--- config.mk ---
export PLATFORM = sky130hd
export DESIGN_NAME = hermes_switch_ctrl_flat
export DESIGN_NICKNAME = d
export VERILOG_FILES = /design/src/rtl/hermes_switch_ctrl_pkg.sv /design/src/rtl/hermes_switch_ctrl_if.sv /design/src/rtl/hermes_switch_ctrl_arb.sv /design/src/rtl/hermes_switch_ctrl.sv /design/src/flat_wrapper.sv
export SDC_FILE = /design/constraint.sdc
export NUM_CORES = 1
export LEC_CHECK = 0
export ABC_CLOCK_PERIOD_IN_PS = 5880
export BUFFER_PORTS_ARGS = -buffer_cell sky130_fd_sc_hd__buf_2
export CAP_MARGIN = 25
export CELL_PAD_IN_SITES_DETAIL_PLACEMENT = 1
export CELL_PAD_IN_SITES_GLOBAL_PLACEMENT = 2
export CORE_MARGIN = 2
export CORE_UTILIZATION = 26
export CTS_CLUSTER_SIZE = 10
export DETAILED_ROUTE_END_ITERATION = 12
export PLACE_DENSITY_LB_ADDON = 0.1
export REMOVE_ABC_BUFFERS = 1
export SYNTH_ARGS = -nofsm -noshare
export SYNTH_HDL_FRONTEND = slang
export SYNTH_SLANG_ARGS = --single-unit
--- constraint.sdc ---
create_clock -name clk_i -period 5.88 [get_ports clk_i]
set_input_delay 0.588 -clock clk_i [delete_from_list [all_inputs] [get_ports clk_i]]
set_output_delay 0.588 -clock clk_i [all_outputs]
set_load 0.01 [all_outputs]
--- src/rtl/hermes_switch_ctrl_pkg.sv ---
// Shared types, port constants and the routing function for the Hermes
// switch controller.
package hermes_switch_ctrl_pkg;

   localparam int HERMES_EAST      = 0;
   localparam int HERMES_WEST      = 1;
   localparam int HERMES_NORTH     = 2;
   localparam int HERMES_SOUTH     = 3;
   localparam int HERMES_NCARDINAL = 4;

   typedef enum logic {HERMES_XY, HERMES_YX} hermes_routing_t;

   typedef enum logic [2:0] {
      S_IDLE,
      S_ARBIT,
      S_ROUTE,
      S_GRANT,
      S_ACK
   } hermes_state_t;

   // Fields arrive zero-extended so one function serves any coordinate width.
   function automatic logic [31:0] hermes_route(
      input logic            force_en,
      input logic [31:0]     fport,
      input logic [31:0]     tx,
      input logic [31:0]     ty,
      input logic [31:0]     x,
      input logic [31:0]     y,
      input logic [31:0]     lsel,
      input logic [31:0]     nlocal,
      input hermes_routing_t routing
   );
      logic [31:0] nport;
      logic [31:0] xdir;
      logic [31:0] ydir;
      logic [31:0] loc;
      nport = 32'(HERMES_NCARDINAL) + nlocal;
      xdir  = (tx > x) ? 32'(HERMES_EAST)  : 32'(HERMES_WEST);
      ydir  = (ty > y) ? 32'(HERMES_NORTH) : 32'(HERMES_SOUTH);
      loc   = (lsel >= nlocal) ? 32'(HERMES_NCARDINAL) : 32'(HERMES_NCARDINAL) + lsel;
      if (force_en)
         return (fport >= nport) ? 32'(HERMES_NCARDINAL) : fport;
      if (routing == HERMES_XY)
         return (tx != x) ? xdir : ((ty != y) ? ydir : loc);
      return (ty != y) ? ydir : ((tx != x) ? xdir : loc);
   endfunction

endpackage

--- src/rtl/hermes_switch_ctrl_if.sv ---
// Request/grant and crossbar-select bundle between the router buffers
// (master) and the switch controller (slave).
interface hermes_switch_ctrl_if #(
   parameter int NPORT     = 5,
   parameter int FLIT_SIZE = 32,
   parameter int PORT_W    = 3
);
   logic [NPORT-1:0]                req;
   logic [NPORT-1:0]                sending;
   logic [NPORT-1:0][FLIT_SIZE-1:0] data;
   logic [NPORT-1:0]                ack;
   logic [NPORT-1:0]                free;
   logic [NPORT-1:0][PORT_W-1:0]    outport;
   logic [NPORT-1:0][PORT_W-1:0]    inport;

   modport master (
      output req, sending, data,
      input  ack, free, outport, inport
   );

   modport slave (
      input  req, sending, data,
      output ack, free, outport, inport
   );
endinterface

--- src/rtl/hermes_switch_ctrl_arb.sv ---
// Round-robin arbiter: lowest requesting index after the last winner wins;
// the pointer only moves when update is asserted with a valid grant.
module hermes_rr_arbiter #(
   parameter  int N = 5,
   localparam int W = (N > 1) ? $clog2(N) : 1
)(
   input  logic         clk_i,
   input  logic         rst_ni,
   input  logic [N-1:0] req,
   input  logic         update,
   output logic [W-1:0] grant,
   output logic         valid
);

   logic [W-1:0] ptr_q, ptr_d;

   // Scanning from the farthest offset down leaves the nearest requester in grant.
   always_comb begin
      grant = '0;
      valid = 1'b0;
      for (int k = N; k >= 1; k--) begin
         if (req[W'((int'(ptr_q) + k) % N)]) begin
            grant = W'((int'(ptr_q) + k) % N);
            valid = 1'b1;
         end
      end
      ptr_d = (update && valid) ? grant : ptr_q;
   end

   always_ff @(posedge clk_i or negedge rst_ni) begin
      if (!rst_ni) ptr_q <= W'(N - 1);
      else         ptr_q <= ptr_d;
   end

endmodule

--- src/rtl/hermes_switch_ctrl.sv ---
// Hermes routing and switch-allocation controller for 4 cardinal plus
// NLOCAL local ports.
module hermes_switch_ctrl
   import hermes_switch_ctrl_pkg::*;
#(
   parameter  int                        FLIT_SIZE = 32,
   parameter  int                        X_BITS    = 8,
   parameter  int                        Y_BITS    = 8,
   parameter  int                        NLOCAL    = 1,
   parameter  logic [X_BITS+Y_BITS-1:0]  ADDRESS   = '0,
   parameter  hermes_routing_t           ROUTING   = HERMES_XY,
   localparam int NPORT  = HERMES_NCARDINAL + NLOCAL,
   localparam int PORT_W = $clog2(NPORT),
   localparam int LSEL_W = (NLOCAL > 1) ? $clog2(NLOCAL) : 1
)(
   input  logic                clk_i,
   input  logic                rst_ni,
   hermes_switch_ctrl_if.slave bus
);
   // state   | meaning
   // S_IDLE  | no allocation in progress, waiting for any request
   // S_ARBIT | round-robin pick of one requester into sel
   // S_ROUTE | route decision for the selected head flit into dest
   // S_GRANT | claim dest if free, otherwise retry arbitration
   // S_ACK   | one-cycle ack pulse to the selected input

   if (FLIT_SIZE < X_BITS + Y_BITS + LSEL_W + PORT_W + 1) begin : g_chk_flit
      $error("hermes_switch_ctrl: FLIT_SIZE too small for header fields");
   end
   if (NLOCAL < 1 || NLOCAL > 4) begin : g_chk_nlocal
      $error("hermes_switch_ctrl: NLOCAL must be 1..4");
   end

   hermes_state_t                state_q, state_d;
   logic [PORT_W-1:0]            sel_q, sel_d;
   logic [PORT_W-1:0]            dest_q, dest_d;
   logic [NPORT-1:0]             ack_q, ack_d;
   logic [NPORT-1:0]             free_q, free_d;
   logic [NPORT-1:0][PORT_W-1:0] outport_q, outport_d;
   logic [NPORT-1:0][PORT_W-1:0] inport_q, inport_d;
   logic [NPORT-1:0]             sending_q, sending_d;
   logic [NPORT-1:0]             rel;
   logic [PORT_W-1:0]            arb_grant;
   logic                         arb_valid;

   hermes_rr_arbiter #(.N(NPORT)) u_arb (
      .clk_i  (clk_i),
      .rst_ni (rst_ni),
      .req    (bus.req),
      .update (state_q == S_ARBIT),
      .grant  (arb_grant),
      .valid  (arb_valid)
   );

   assign sending_d = bus.sending;
   assign rel       = sending_q & ~bus.sending;

   always_comb begin
      state_d   = state_q;
      sel_d     = sel_q;
      dest_d    = dest_q;
      ack_d     = '0;
      free_d    = free_q;
      outport_d = outport_q;
      inport_d  = inport_q;
      for (int i = 0; i < NPORT; i++) begin
         if (rel[i]) free_d[outport_q[i]] = 1'b1;
      end
      case (state_q)
         S_IDLE: if (|bus.req) state_d = S_ARBIT;
         S_ARBIT: begin
            if (arb_valid) begin
               sel_d   = arb_grant;
               state_d = S_ROUTE;
            end else begin
               state_d = S_IDLE;
            end
         end
         S_ROUTE: begin
            dest_d = PORT_W'(hermes_route(
               bus.data[sel_q][FLIT_SIZE-1],
               32'(bus.data[sel_q][FLIT_SIZE-2 -: PORT_W]),
               32'(bus.data[sel_q][X_BITS+Y_BITS-1:Y_BITS]),
               32'(bus.data[sel_q][Y_BITS-1:0]),
               32'(ADDRESS[X_BITS+Y_BITS-1:Y_BITS]),
               32'(ADDRESS[Y_BITS-1:0]),
               32'(bus.data[sel_q][X_BITS+Y_BITS +: LSEL_W]),
               32'(NLOCAL),
               ROUTING));
            state_d = S_GRANT;
         end
         // The claim is applied after the releases so it wins a same-port collision.
         S_GRANT: begin
            if (free_q[dest_q]) begin
               outport_d[sel_q] = dest_q;
               inport_d[dest_q] = sel_q;
               free_d[dest_q]   = 1'b0;
               ack_d[sel_q]     = 1'b1;
               state_d          = S_ACK;
            end else begin
               state_d = S_ARBIT;
            end
         end
         S_ACK:   state_d = S_IDLE;
         default: state_d = S_IDLE;
      endcase
   end

   always_ff @(posedge clk_i or negedge rst_ni) begin
      if (!rst_ni) begin
         state_q   <= S_IDLE;
         sel_q     <= '0;
         dest_q    <= '0;
         ack_q     <= '0;
         free_q    <= '1;
         outport_q <= '0;
         inport_q  <= '0;
         sending_q <= '0;
      end else begin
         state_q   <= state_d;
         sel_q     <= sel_d;
         dest_q    <= dest_d;
         ack_q     <= ack_d;
         free_q    <= free_d;
         outport_q <= outport_d;
         inport_q  <= inport_d;
         sending_q <= sending_d;
      end
   end

   assign bus.ack     = ack_q;
   assign bus.free    = free_q;
   assign bus.outport = outport_q;
   assign bus.inport  = inport_q;

endmodule
--- src/flat_wrapper.sv ---
// flat-port wrapper written by rule: the top's interface ports become plain ports
module hermes_switch_ctrl_flat import hermes_switch_ctrl_pkg::*;
#(
   parameter  int                        FLIT_SIZE = 32,
   parameter  int                        X_BITS    = 8,
   parameter  int                        Y_BITS    = 8,
   parameter  int                        NLOCAL    = 1,
   parameter  logic [X_BITS+Y_BITS-1:0]  ADDRESS   = '0,
   parameter  hermes_routing_t           ROUTING   = HERMES_XY,
   localparam int NPORT  = HERMES_NCARDINAL + NLOCAL,
   localparam int PORT_W = $clog2(NPORT),
   localparam int LSEL_W = (NLOCAL > 1) ? $clog2(NLOCAL) : 1
)
  (clk_i, rst_ni, bus_req, bus_sending, bus_data, bus_ack, bus_free, bus_outport, bus_inport);
  hermes_switch_ctrl_if #(.FLIT_SIZE(FLIT_SIZE)) bus_i ();
  input  logic clk_i;
  input  logic rst_ni;
  input wire logic [$bits(bus_i.req)-1:0] bus_req;
  input wire logic [$bits(bus_i.sending)-1:0] bus_sending;
  input wire logic [$bits(bus_i.data)-1:0] bus_data;
  output wire logic [$bits(bus_i.ack)-1:0] bus_ack;
  output wire logic [$bits(bus_i.free)-1:0] bus_free;
  output wire logic [$bits(bus_i.outport)-1:0] bus_outport;
  output wire logic [$bits(bus_i.inport)-1:0] bus_inport;
  assign bus_i.req = bus_req;
  assign bus_i.sending = bus_sending;
  assign bus_i.data = bus_data;
  assign bus_ack = bus_i.ack;
  assign bus_free = bus_i.free;
  assign bus_outport = bus_i.outport;
  assign bus_inport = bus_i.inport;
  hermes_switch_ctrl #(.FLIT_SIZE(FLIT_SIZE), .X_BITS(X_BITS), .Y_BITS(Y_BITS), .NLOCAL(NLOCAL), .ADDRESS(ADDRESS), .ROUTING(ROUTING)) u_core (.clk_i(clk_i), .rst_ni(rst_ni), .bus(bus_i));
endmodule
# Word level (Yosys, flattened, before mapping)
# Cells that the tools add are included.
# op_classes
n_addsub,6
bitwise_logic,9
n_eq_ne,4
reduce_logical,14
muxes,77
order_cmp,23
n_div,5
# op_table
operator,count
$mod 32x4->32 const B,5
$bmux 32 s3,1
$mux 3,18
$mux 5,9
$mux 32,1
$bwmux 15,2
$mux 1,29
$lt 3x4->1 const B,7
$lt 3x5->1 const B,5
$or 5x5->5,5
$demux 1 s3,7
$ge 3x1->1 const B,7
$bmux 1 s3,6
$demux 3 s3,2
$gt 8x1->1 const B,2
$reduce_bool 8->1,2
$pmux 3 s4,1
$and 5x5->5,2
$not 5->5,2
$add 3x2->4 const B,2
$add 3x3->4 const B,2
$logic_and 1x1->1,8
$eq 3x2->1 const B,2
$reduce_or 5->1,1
other kinds (9),10
# word_totals
regBits,57

# Logic depth before layout (Yosys ltp)
# Gate-level depths: netlist (run 1).
# logic_depth
depth_word,17
mapped_depth,21
depth_no_buf,18

# By module
# A second synthesis (run 1) with hierarchy kept.
# hier_totals
cells_unflattened,539
area_unflattened_um2,4967.3
# modules_own_cells
module,area_each_um2,n_inst,cells_per_inst,seq_area_each_um2
hermes_switch_ctrl,2812.7,1,265,1357.6
hermes_rr_arbiter,2154.6,1,274,76.3

# Worst setup path after synthesis (run 1)
# Ideal clock, no wire load.
# synth_timing
path_type,reg2reg
from,register u_core.u_arb.ptr_q[0]
to,register u_core.u_arb.ptr_q[0]
slack_ns,1.213
n_path_buf,3
arrival_ns,4.566
stages_incl_launch_ff,22
period_less_slack_ns,4.667
path_cell_list,dfrtp_1 buf_2 inv_2 clkbuf_1 ha_1 clkbuf_1 inv_1 ha_1 nor2_1 a21oi_1 xnor2_1 inv_1 ha_1 nor2b_1 a211o_1 a21oi_1 nor4_1 o211ai_1 nand3_1 o311ai_4 o21ba_1 o32ai_1
# synth_via
elab_chain_cells,11
elab_cells_between_ends,36
# synth_lines
element,line,text
start: declaration,hermes_switch_ctrl_arb.sv:15,"logic [W-1:0] ptr_q, ptr_d;"
start signal: assignment,hermes_switch_ctrl_arb.sv:31,if (!rst_ni) ptr_q <= W'(N - 1);
start signal: assignment,hermes_switch_ctrl_arb.sv:32,else ptr_q <= ptr_d;
$add 3x3->4,"hermes_switch_ctrl_arb.sv:22, hermes_switch_ctrl_arb.sv:23",
$mod 32x4->32,"hermes_switch_ctrl_arb.sv:22, hermes_switch_ctrl_arb.sv:23",
$bmux 1 s3,hermes_switch_ctrl_arb.sv:22,if (req[W'((int'(ptr_q) + k) % N)]) begin
$mux 1 (not written as such) (2 in series),hermes_switch_ctrl_arb.sv:22,
$mux 1 (5 in series),hermes_switch_ctrl_arb.sv:22,
$logic_and 1x1->1,hermes_switch_ctrl_arb.sv:27,ptr_d = (update && valid) ? grant : ptr_q;
# Parallel ways exist; a longest one is shown, timed or not. The select of a mux whose other input is x is not followed.
# A chain may end at the register's enable or synchronous reset.

# Worst setup path in the final report (run 1)
# layout_timing
from,register u_core.u_arb.ptr_q[1]
to,register u_core.u_arb.ptr_q[0]
# Same word-level chain as after synthesis.

==> results of run 1 <==
==> layout make-up <==
| type | instances | area, um^2 |
|---|---|---|
| multi-input cells | 408 | 2950 |
| inverters | 30 | 113 |
| repair buffers | 159 | 816 |
| fillers | 2087 | 11500 |
| well taps | 225 | 282 |
| clock inverters | 2 | 37.5 |
| clock buffers | 6 | 129 |
| flip-flops and latches | 55 | 1390 |
==> placed cells by master (no fill, tap or decap), types with 6 or more instances in the layout <==
cell / Yosys / layout
buf_2: 3 / 151
dfrtp_1: 49 / 48
nor2_1: 34 / 34
a21oi_1: 32 / 32
nand2_1: 30 / 30
o21ai_0: 30 / 30
inv_1: 28 / 28
nor4_1: 28 / 28
ha_1: 25 / 25
mux2_2: 23 / 23
nand3_1: 19 / 19
nand2b_1: 14 / 14
mux2i_1: 13 / 13
nor3_1: 12 / 12
nand3b_1: 10 / 10
nor3b_1: 9 / 9
a211oi_1: 9 / 9
nand4_1: 8 / 8
a31oi_1: 8 / 8
buf_4: 0 / 8
o31ai_1: 7 / 7
nor2b_1: 7 / 7
xnor2_1: 6 / 6
o21a_1: 6 / 6
o211ai_1: 6 / 6
dfstp_2: 6 / 6
==> state kept, by name (all words and copies together) (netlist names) <==
name	count
u_core.bus.ack	5
u_core.u_arb.ptr_q	3
u_core.bus.inport	15
u_core.bus.free	5
u_core.state_q	3
u_core.dest_q	3
u_core.sending_q	5
u_core.sel_q	1
u_core.bus.outport	15
==> synth_stat cells, types with 4 or more instances <==
cell / instances / area share (%)
dfrtp_1: 49 / 27
nor2_1: 34 / 2.8
a21oi_1: 32 / 3.5
nand2_1: 30 / 2.5
o21ai_0: 30 / 3.3
inv_1: 28 / 2.3
nor4_1: 28 / 3.8
ha_1: 25 / 6.9
mux2_2: 23 / 5.7
clkbuf_1: 20 / 1.6
nand3_1: 19 / 2.1
nand2b_1: 14 / 1.9
mux2i_1: 13 / 2.9
nor3_1: 12 / 1.3
nand3b_1: 10 / 1.6
a211oi_1: 9 / 1.5
nor3b_1: 9 / 1.5
a31oi_1: 8 / 1.1
nand4_1: 8 / 1.1
nor2b_1: 7 / 0.96
o31ai_1: 7 / 1.2
dfstp_2: 6 / 3.5
o211ai_1: 6 / 0.99
o21a_1: 6 / 0.99
xnor2_1: 6 / 1.2
mux4_2: 5 / 2.5
a211o_1: 4 / 0.77
a221oi_1: 4 / 0.77
and2_1: 4 / 0.55
nor4b_1: 4 / 0.77
o41ai_1: 4 / 0.77
==> cell families (layout without fill, tap and decap cells) <==
kind of cell | count (synthesis) | after routing | synth area share [%]
flip-flops | 55 | 55 | 30.4
multiplexers | 41 | 41 | 11.0
buffers and inverters | 56 | 197 | 4.86
XOR/XNOR | 8 | 8 | 1.70
adder cells (fa/ha/maj) | 25 | 25 | 6.86
AO/OA/AOI/OAI | 138 | 138 | 21.2
AND/OR/NAND/NOR | 196 | 196 | 24.0
==> power groups by stage <==
stage                     Combinational (W)  Clock (W)  Sequential (W)
after detailed placement            0.00256          0        0.000718
after CTS                           0.00257   0.000347        0.000712
after floorplan                     0.00177          0        0.000730
final                               0.00255   0.000338        0.000708
after global routing                0.00285   0.000355        0.000739
after global placement              0.00252          0        0.000715
==> through the flow <==
stage                     hold WS (ps)  power [W]  instances  setup WS, ps
final                              405    0.00360        885          1100
after global routing               400    0.00395        885           609
after CTS                          401    0.00363        885          1070
after detailed placement           472    0.00328        877          1090
after global placement             461    0.00324        877          1150
after floorplan                    292    0.00250        493           681
==> critical path: stages, from the launching register on <==
cell and delay [ps]:
dfrtp_1 600, inv_1 120, ha_1 300, xor2_1 170, buf_4 180, ha_1 210, nor2_1 230, a21oi_1 130
xnor2_1 340, inv_1 80, ha_1 220, nor2b_1 150, a211o_1 280, a21oi_1 320, nor4_1 80, o211ai_1 350
nand3_1 190, o311ai_4 410, o21ba_1 210, o32ai_1 110
==> path summary, 6_finish.rpt <==
path	startpoint	cells past startpoint	endpoint	slack, ps
setup / recovery	u_core.u_arb.ptr_q[1]	19	u_core.u_arb.ptr_q[0]	1100
setup reg to reg	u_core.u_arb.ptr_q[1]	19	u_core.u_arb.ptr_q[0]	1100
hold / removal	rst_ni	2	u_core.bus.inport[13]	400
hold reg to reg	u_core.bus.inport[13]	2	u_core.bus.inport[13]	480
max in group asynchronous	rst_ni	2	u_core.u_arb.ptr_q[0]	4920
min in group clk_i	bus_sending[0]	1	u_core.sending_q[0]	410
==> layer usage <==
layer  track usage [%]  vias up
li1                  -     2251
met1              23.2     2276
met2              31.3      103
met3              1.60       19
met4              3.53        0
met5                 0        -
==> metrics.yaml, run 1 <==
global_routing:
  grt_pass1_vias: 4832
  antenna_found_initial: 0
  overflow: 0
  grt_usage_pct: 17.6
  grt_pass1_wl_um: 25900
  grt_start_max_net_pins: 56
clocking:
  cts_hold_buffers: 0
  clockBufferDepth: 2
  cts_resized: 0
  cts_num_sinks: 55
  post_cts_buffers: 0
  cts_max_level: 2
  numCtsBuffers: 5
  clk_pin_slew_ps: 70
  ctsRootBufferMaster: "clkbuf_16"
  cts_tree: "built"
  clock_latency_ps: 300
route:
  vias: 4649
  wirelength_met1_um: 7600
  maxUsedRoutingLayer: "met4"
  postRouteAntennaNets: 0
  dr.pass1.iters: 4
  routed-wl-met2_um: 8190
  met3_length_um: 475
  drt_wl_total_um: 16500
  drtIter0Drc: 175
  post_drt_via_cell_ratio: 5.25
  drc_errors: 0
  wl_per_cell_um: 18.6
sta:
  hold_viol: 0
  rsz0062_at_grt: "false"
  slew_viol_final: 0
  worstMarginPinSlew_ps: 977
  slew_headroom_pct: 34.3
  fin_crit_sh_pct: 81.4
  setup_viol: 0
  timing.fmax_mhz: 209
  setup_tns_ps: 0
  clock_skew_ps: 5.55
  period_needed_ps: 4780
layout:
  final_core_util_pct: 33.2
  design_area_um2: 5710
  area_growth_pct: 25.4
  n_antenna_cell: 0
  nNetsFinal: 856
  drive_gt1_share_pct: 32.4
worst_setup_path:
  cp.arrival_ps: 4980
  critPathCaptureType: "flop"
  startpoint_type: "flop"
  crit_path_max_fanout: 13
  crit_required_ps: 6070
  crit_type: "flop to flop"
power_and_ir_drop:
  sw_frac_of_total_pct: 51.0
  comb_power_share_pct: 70.9
  p_int_w: 0.00176
  switching_power_w: 0.00183
  p_leak_nw: 2.62
  vdd_ir_drop_max_uv: 312
  pwr-share-seq_pct: 19.7
  pwr-share-clk_pct: 9.4
  power.density_nw_per_um2: 630
flow_run:
  cap_violations: 0
yosys:
  synth_seq_cells: 55
  synth-edff-count: 0
  ys_seq_area_share_pct: 30.4
  synth_flop_cell: "dfrtp_1"
  syn_inst: 519
  ys_types: 68
  postSynth.asyncResetShare_pct: 100
  synth_area_per_cell_um2: 8.78
  yosysWarnings: 0
  netlist_area_um2: 4560
placement:
  placed_area_um2: 5550
  hpwl_um: 12700
  routabilityCongestion: 0.812
  portBuffers: 151
floorplanning:
  core_um2: 17200
  rows: 48
  die_x_um: 136
  start_util_pct: 26.4
  die-area_um2: 18600
  boundaryPins: 212
  die_y_um: 136
status:
  status: "finished clean"
hold_path:
  min_path_type: "input pin to asynchronous set/reset pin"
(Power assumes the default switching activity.)
==> run 2: changes to the inputs <==
- ABC_AREA: unset -> 1
- ABC_CLOCK_PERIOD_IN_PS: 5880 -> 4000
- CORE_UTILIZATION: 26 -> 21
- clock period: 5.88 -> 4 ns (I/O delays scaled with it)
==> metrics.yaml, run 2 <==
status:
  status: "finished clean"
yosys:
  synth_seq_cells: 55
  synth_most_common_cell: "nand2_1"
  yosysWarnings: 0
  synth_common_cells: "nand2_1 (155), inv_1 (81), nor2_1 (64)"
  syn_inst: 622
  ys_types: 42
  synth-edff-count: 0
  ys_seq_area_share_pct: 32.8
  synth_area_per_cell_um2: 6.79
  synthTopCellsByArea: "dfrtp_1 (29%), nand2_1 (14%), ha_1 (7.4%)"
  synth_flop_cell: "dfrtp_1"
  synth_top_area_share_pct: 29.0
  yosys.area.top_type: "dfrtp_1"
  postSynth.asyncResetShare_pct: 100
  netlist_area_um2: 4230
route:
  post_drt_via_cell_ratio: 4.57
  dr.pass1.iters: 4
  vias: 4794
  drc_errors: 0
  postRouteAntennaNets: 0
  drt_wl_total_um: 17000
  drtIter0Drc: 110
  wl_per_cell_um: 16.2
floorplanning:
  boundaryPins: 212
  die_y_um: 146
  die_x_um: 146
  rows: 51
  core_um2: 19600
  start_util_pct: 21.6
  die-area_um2: 21300
placement:
  placed_area_um2: 5320
  dp_cells: 1036
  portBuffers: 151
  hpwl_um: 13700
  routabilityCongestion: 0.834
clocking:
  ctsRootBufferMaster: "clkbuf_16"
  clk_pin_slew_ps: 70
  clock_latency_ps: 300
  clockBufferDepth: 2
  cts_max_level: 2
  cts_num_sinks: 55
  numCtsBuffers: 5
  cts_hold_buffers: 0
  cts_tree: "built"
power_and_ir_drop:
  sw_frac_of_total_pct: 55.5
  power.density_nw_per_um2: 1010
  p_total_w: 0.00562
  pwr-share-clk_pct: 9.1
  pwr-share-seq_pct: 16.9
  p_int_w: 0.00250
  switching_power_w: 0.00312
  p_leak_nw: 2.89
  comb_power_share_pct: 74.0
  vdd_ir_drop_max_uv: 539
layout:
  fillers: 2518
  fin_cells: 1049
  final_core_util_pct: 28.4
  drive_gt1_share_pct: 27.4
  design_area_um2: 5570
  layout_common_cells: "nand2_1 (151), buf_2 (151), inv_1 (81)"
  nNetsFinal: 980
  n_antenna_cell: 0
  area_growth_pct: 31.9
worst_setup_path:
  crit_required_ps: 4180
  startpoint_type: "flop"
  worstRegToRegCells: 25
  cp.arrival_ps: 3870
  crit_type: "flop to flop"
  crit_path_max_fanout: 8
  critPathCaptureType: "flop"
sta:
  slew_viol_final: 0
  hold_viol: 0
  setup_viol: 0
  period_needed_ps: 3690
  worstMarginPinSlew_ps: 817
  clock_skew_ps: 5.51
  setup_tns_ps: 0
  slew_headroom_pct: 45.6
  timing.fmax_mhz: 271
  fin_crit_sh_pct: 92.3
global_routing:
  grt_pass1_wl_um: 27700
  grt_pass1_vias: 5268
  overflow: 0
  grt_usage_pct: 16.0
  grt_start_max_net_pins: 36
  antenna_found_initial: 0
hold_path:
  min_path_type: "input pin to asynchronous set/reset pin"
flow_run:
  cap_violations: 0
[run 2: critical path, cell delays in order, from the launching register on]
cell and delay (ps):
dfstp_2 630, inv_2 110, nand2_1 120, nand2_2 100, inv_2 110, ha_1 190
nor2_2 40, nand3_2 90, nand2_2 80, xor2_2 190, buf_4 140, ha_1 160
or2_2 310, nand3_2 110, nand2_2 80, nand2_1 80, nand2_2 90, inv_1 100
nand3_1 80, nand3b_1 80, nand2_1 100, nor2_2 100, nand2_1 90, nand2_2 110
inv_2 50, or2_1 200
[run 2: cells by family after synthesis]
logic type	synth area share (%)
DFF	32.8
xor gates and xnor gates	1.01
adders and majority gates	7.40
AOI/OAI and AO/OA	14.1
and+or+nand+nor	35.9
buffers and inverters	8.82
[run 2: stage by stage]
stage	hold WS (ps)	worst slack, ps
floorplan	104	-124
global placement	463	123
detailed placement	471	27.0
CTS	216	43.5
global route	210	-9.15
finish	197	310
[run 2: worst paths after layout]
| check | endpoint | slack [ps] | from |
|---|---|---|---|
| max in group asynchronous | u_core.bus.free[3] | 2950 | rst_ni |
| max reg2reg | u_core.state_q[1] | 310 | u_core.u_arb.ptr_q[2] |
| min reg2reg | u_core.bus.inport[1] | 490 | u_core.bus.inport[1] |
| min | u_core.bus.inport[0] | 200 | rst_ni |
| min in group clk_i | u_core.sending_q[4] | 220 | bus_sending[4] |
| max | u_core.state_q[1] | 310 | u_core.u_arb.ptr_q[2] |
[run 2: power groups by stage]
| stage | Sequential (W) | Combinational [W] | Clock (W) |
|---|---|---|---|
| 2_1_floorplan | 0.00101 | 0.00265 | 0 |
| 3_3_place_gp | 0.000958 | 0.00388 | 0 |
| 3_5_place_dp | 0.000961 | 0.00400 | 0 |
| 4_1_cts | 0.000952 | 0.00404 | 0.000534 |
| 5_1_grt | 0.000977 | 0.00481 | 0.000551 |
| 6_report | 0.000949 | 0.00416 | 0.000514 |
[run 2: metal layers]
layer | routed length (um) | track usage (%) | vias to the layer above | share of wire [%]
met5 | 0 | 0 | - | 0
met2 | 8520 | 29.4 | 85 | 50
met1 | 7720 | 20.0 | 2302 | 45
met3 | 492 | 2.04 | 20 | 2.9
li1 | - | - | 2387 | -
met4 | 263 | 3.73 | 0 | 1.5
[run 2: cell type report]
type	instances	area, um^2	share of cell area (%)
Tap cell	265	332	5.95
Sequential cell	55	1380	24.8
Inverter	86	323	5.79
Clock inverter	2	35.0	0.629
Clock buffer	6	139	2.49
Multi-Input combinational cell	472	2510	45.1
Timing Repair Buffer	163	846	15.2
[run 2: what timing repair did]
action	CTS	global route
gates resized for setup	1	12
setup buffers	0	5
endpoints found under the setup margin	2	5
pin swaps	0	2
